File: src/rtl/block_requester.sv
// Initiator side of the cache block access handshake: one host request at a time,
// four-phase enable/ack exchange with a storage block, response held until accepted.
module block_requester #(
  parameter int TIMEOUT = 16,
  parameter int CNT_W   = 8
) (
  input  logic        clk,
  input  logic        rst,
  input  logic        req_valid,
  output logic        req_ready,
  input  logic [1:0]  req_op,
  input  logic [0:15] req_data,
  output logic        rsp_valid,
  input  logic        rsp_ready,
  output logic [15:0] rsp_data,
  output logic        rsp_err,
  output logic        blk_enable,
  output logic        blk_write,
  output logic        blk_rst,
  output logic [15:0] blk_data_in,
  input  logic [15:0] blk_data_out,
  input  logic        blk_ack
);

  localparam logic [1:0]       OP_WR   = 2'b01;
  localparam logic [1:0]       OP_CLR  = 2'b10;
  localparam logic [1:0]       OP_ILL  = 2'b11;
  localparam logic [CNT_W-1:0] TO_LAST = CNT_W'(TIMEOUT - 1);
  localparam logic [CNT_W-1:0] CNT_ONE = CNT_W'(1);

  typedef enum logic [1:0] {IDLE, ENABLE, RELEASE, RESP} state_t;

  state_t           state;
  logic             ack_p0;
  logic             ack_p1;
  logic [1:0]       primed;
  logic [CNT_W-1:0] cnt;
  logic [1:0]       op_q;
  logic             err;

  // primed keeps req_ready low until the synchronizer holds real ack samples again
  // after reset, so an ack still held by the block cannot look like a finished cycle.
  assign req_ready = (state == IDLE) && !ack_p1 && primed[1];

  always_ff @(posedge clk) begin
    if (rst) begin
      state       <= IDLE;
      ack_p0      <= 1'b0;
      ack_p1      <= 1'b0;
      primed      <= 2'b00;
      cnt         <= '0;
      op_q        <= 2'b00;
      err         <= 1'b0;
      blk_enable  <= 1'b0;
      blk_write   <= 1'b0;
      blk_rst     <= 1'b0;
      blk_data_in <= '0;
      rsp_valid   <= 1'b0;
      rsp_data    <= '0;
      rsp_err     <= 1'b0;
    end else begin
      // ack synchronizer: ack_p1 is the only view of blk_ack the FSM uses
      ack_p0 <= blk_ack;
      ack_p1 <= ack_p0;
      primed <= {primed[0], 1'b1};

      case (state)
        IDLE: begin
          if (req_valid && req_ready) begin
            op_q <= req_op;
            cnt  <= '0;
            err  <= 1'b0;
            if (req_op == OP_ILL) begin
              rsp_valid <= 1'b1;
              rsp_err   <= 1'b1;
              rsp_data  <= '0;
              state     <= RESP;
            end else begin
              blk_enable  <= 1'b1;
              blk_write   <= (req_op == OP_WR);
              blk_rst     <= (req_op == OP_CLR);
              blk_data_in <= (req_op == OP_WR) ? req_data : 16'h0000;
              state       <= ENABLE;
            end
          end
        end

        ENABLE: begin
          cnt <= cnt + CNT_ONE;
          if (ack_p1) begin
            rsp_data    <= blk_data_out;
            blk_enable  <= 1'b0;
            blk_write   <= 1'b0;
            blk_rst     <= 1'b0;
            blk_data_in <= '0;
            cnt         <= '0;
            state       <= RELEASE;
          end else if (cnt == TO_LAST) begin
            err         <= 1'b1;
            rsp_data    <= '0;
            blk_enable  <= 1'b0;
            blk_write   <= 1'b0;
            blk_rst     <= 1'b0;
            blk_data_in <= '0;
            cnt         <= '0;
            state       <= RELEASE;
          end
        end

        RELEASE: begin
          cnt <= cnt + CNT_ONE;
          if (!ack_p1) begin
            rsp_valid <= 1'b1;
            rsp_err   <= err;
            if (err) rsp_data <= '0;
            state     <= RESP;
          end else if (cnt == TO_LAST) begin
            err       <= 1'b1;
            rsp_valid <= 1'b1;
            rsp_err   <= 1'b1;
            rsp_data  <= '0;
            state     <= RESP;
          end
        end

        RESP: begin
          if (rsp_ready) begin
            rsp_valid <= 1'b0;
            rsp_err   <= 1'b0;
            rsp_data  <= '0;
            state     <= IDLE;
          end
        end

        default: state <= IDLE;
      endcase
    end
  end

endmodule

File: config.mk
export PLATFORM = sky130hd
export DESIGN_NAME = block_requester
export DESIGN_NICKNAME = d
export VERILOG_FILES = /design/src/rtl/block_requester.sv
export SDC_FILE = /design/constraint.sdc
export NUM_CORES = 1
export LEC_CHECK = 0
export CORE_AREA = 3 3 72 74
export DETAILED_ROUTE_END_ITERATION = 10
export DIE_AREA = 0 0 75 77
export GPL_TIMING_DRIVEN = 0
export PLACE_DENSITY = 0.82
export REMOVE_ABC_BUFFERS = 1
export SETUP_SLACK_MARGIN = 0.15
export SYNTH_ARGS = -nofsm -noshare
export SYNTH_HDL_FRONTEND = slang
export SYNTH_SLANG_ARGS = --single-unit
File: constraint.sdc
create_clock -name clk -period 4.5 [get_ports clk]
set_clock_uncertainty 0.2 [all_clocks]
set_input_delay 1.125 -clock clk [delete_from_list [all_inputs] [get_ports clk]]
set_output_delay 1.125 -clock clk [all_outputs]
set_load 0.01 [all_outputs]
==> impl_metrics.yaml <==
drt:
  drtIter0Drc: 104
  vias_per_cell: 5.57
  wl_um: 4860
  drtAntennaViolNets: 0
  vias: 1870
  first_pass_iters: 4
  drc_errors: 0
  drt-wirelength-per-cell_um: 14.5
place:
  place_area_um2: 2960
  dp_slack_ps: 1010
  hpwl_um: 3530
  gp_congestion: 0.819
  io_buffers: 76
floorplan:
  num_rows: 25
  io_pins: 77
  core_area_um2: 4660
  die_height_um: 77
  start_util_pct: 46.8
  die_area_um2: 5780
  die_w_um: 75
critical_path:
  startpoint_type: "register"
  arrival_ps: 1920
  crit_required_ps: 3170
  critical_path_class: "register to output port"
  crit_path_end_kind: "output port"
  cp_max_fo: 12
yosys:
  synth_cell_types: 45
  async_flop_share_pct: 0
  synth-seq-area-share_pct: 47.7
  synthFlopType: "dfxtp_1"
  synth_xor_area_share_pct: 2.01
  synth_top_family_by_area: "compound AO/OA/AOI/OAI gates"
  postSynthCellCount: 207
  syn_area_um2: 2180
  synth_seq_cells: 52
  synth_mux_area_share_pct: 0
  synth-edff-count: 0
  yosys_warnings: 0
  synth-compound-area-share_pct: 27.5
  synthSimpleGateAreaFrac_pct: 15.5
  avgSynthCellArea_um2: 10.5
  synth_adder_area_share_pct: 3.44
timing:
  post-route-period-util_pct: 72.1
  slew_viol_final: 0
  worst_slew_pin_slew_ps: 865
  fin_ws_ps: 1250
  max_freq_mhz: 308
  hold_violations: 0
  post-route-min-period_ps: 3250
  setup_viol: 0
  tns_ps: 0
  holdWs_ps: 245
  slew-limit-headroom_pct: 42.3
  rsz0062_at_grt: "no"
layout:
  num-fill-cells: 372
  final_common_cell: "clkdlybuf4s50_1"
  diodes: 0
  mostFrequentLayoutCells: "clkdlybuf4s50_1, dfxtp_1, nand2_1, a22o_1, o2bb2ai_1"
  layout.nets: 326
  seqCellArea_um2: 1040
  final_layout_size_suffix_gt1_share_pct: 5.67
  synthToLayoutAreaGrowth_pct: 40.1
  multi_input_area_um2: 1060
  final_area_um2: 3060
power:
  leakage_uw: 0.00114
  power_density_nw_per_um2: 397
  power_uw: 1210
  worst_ir_drop_vdd_mv: 0.185
clock_network:
  cts_tree: "yes"
  htreeDepth: 2
  cts_buffers: 5
  cts_resized: 0
  post_cts_buffers: 0
  path_clk_slew_ps: 90
  cts_max_path_buffers: 2
  clk_latency_ps: 310
  cts_hold_buf: 0
  clock-sinks: 52
  cts-root-buf: "clkbuf_8"
outcome:
  outcome: "complete, no violations"
global_route:
  grt_pass1_wl_um: 8170
  track_usage_pct: 17.8
  grt_antenna_before_repair: 0
  overflow: 0
  grt_start_max_net_pins: 21
  grt_pass1_vias: 1812
min_path:
  hp-class: "register to register"
job:
  cap_violations: 0
==> logic make-up after synthesis <==
| family | count (synthesis) |
|---|---|
| compound gates | 71 |
| simple gates | 55 |
| flops | 52 |
| buf+inv | 18 |
| fa+ha+maj | 6 |
| xor+xnor | 5 |
==> cells in the mapped netlist (2+ instances only) <==
cell | instances | share of area (%)
a2111oi_0 | 2 | 0.80
a211oi_1 | 4 | 1.4
a21boi_0 | 3 | 1.0
a21o_1 | 4 | 1.4
a21oi_1 | 4 | 0.92
a22o_1 | 17 | 6.8
a311oi_1 | 2 | 0.80
a32o_1 | 2 | 0.92
and2_1 | 7 | 2.0
and3_1 | 3 | 0.86
buf_2 | 2 | 0.46
buf_4 | 2 | 0.69
clkbuf_1 | 4 | 0.69
dfxtp_1 | 52 | 48
ha_1 | 6 | 3.4
inv_1 | 9 | 1.5
nand2_1 | 23 | 4.0
nand2b_1 | 2 | 0.57
nand3_1 | 4 | 0.92
nor2_1 | 3 | 0.52
nor2b_1 | 4 | 1.1
o21ai_0 | 6 | 1.4
o2bb2ai_1 | 16 | 6.4
or4_1 | 2 | 0.69
xnor2_1 | 2 | 0.80
xor2_1 | 3 | 1.2
==> critical path, cell delays in order (launching register included) <==
cell and delay, ps:
dfxtp_1 340, inv_1 120, ha_1 430, and2_1 190
clkdlybuf4s50_1 530
==> power breakdown <==
part           internal [uW]  switching (uW)  total (uW)
clock network            125             153         278
registers                488            19.9         508
logic                    176             251         427
==> layer usage <==
layer  part of all wire [%]  wire [um]  global-route usage (%)
met1                     43       2070                    21.5
met5                      0          0                       0
met2                     48       2340                    28.9
met3                    8.3        403                    6.68
met4                    1.0         51                    5.34
==> registers in the layout (all words and copies together), names as in the netlist <==
name and count:
ack_p0 1, ack_p1 1, blk_data_in 16, blk_enable 1, blk_rst 1, blk_write 1, cnt 8, err 1
primed 2, rsp_data 16, rsp_err 1, rsp_valid 1, state 2
==> final timing paths <==
check                              from  slack (ps)  cells after the start                           to
hold / removal        ack_p0$_SDFF_PP0_         240                      1            ack_p1$_SDFF_PP0_
hold reg to reg       ack_p0$_SDFF_PP0_         240                      1            ack_p1$_SDFF_PP0_
setup / recovery  state[0]$_SDFFE_PP0P_        1250                      4                    req_ready
setup reg to reg  state[0]$_SDFFE_PP0P_        1910                      6  blk_data_in[2]$_SDFFE_PP0P_
==> per-stage QoR <==
step | utilization, % | std cells
floorplan | - | 198
global placement | 63.5 | 328
detailed placement | 63.5 | 328
CTS | 65.6 | 336
global route | 65.6 | 336
finish | 65.6 | 336
==> cell type report <==
type,instances,share of cell area (%)
Multi-Input combinational cell,137,34.5
Timing Repair Buffer,76,24.9
Inverter,9,1.11
Clock inverter,2,0.491
Clock buffer,6,2.70
Tap cell,54,2.21
Sequential cell,52,34.1
No activity file was read; power rests on OpenSTA's default activity.
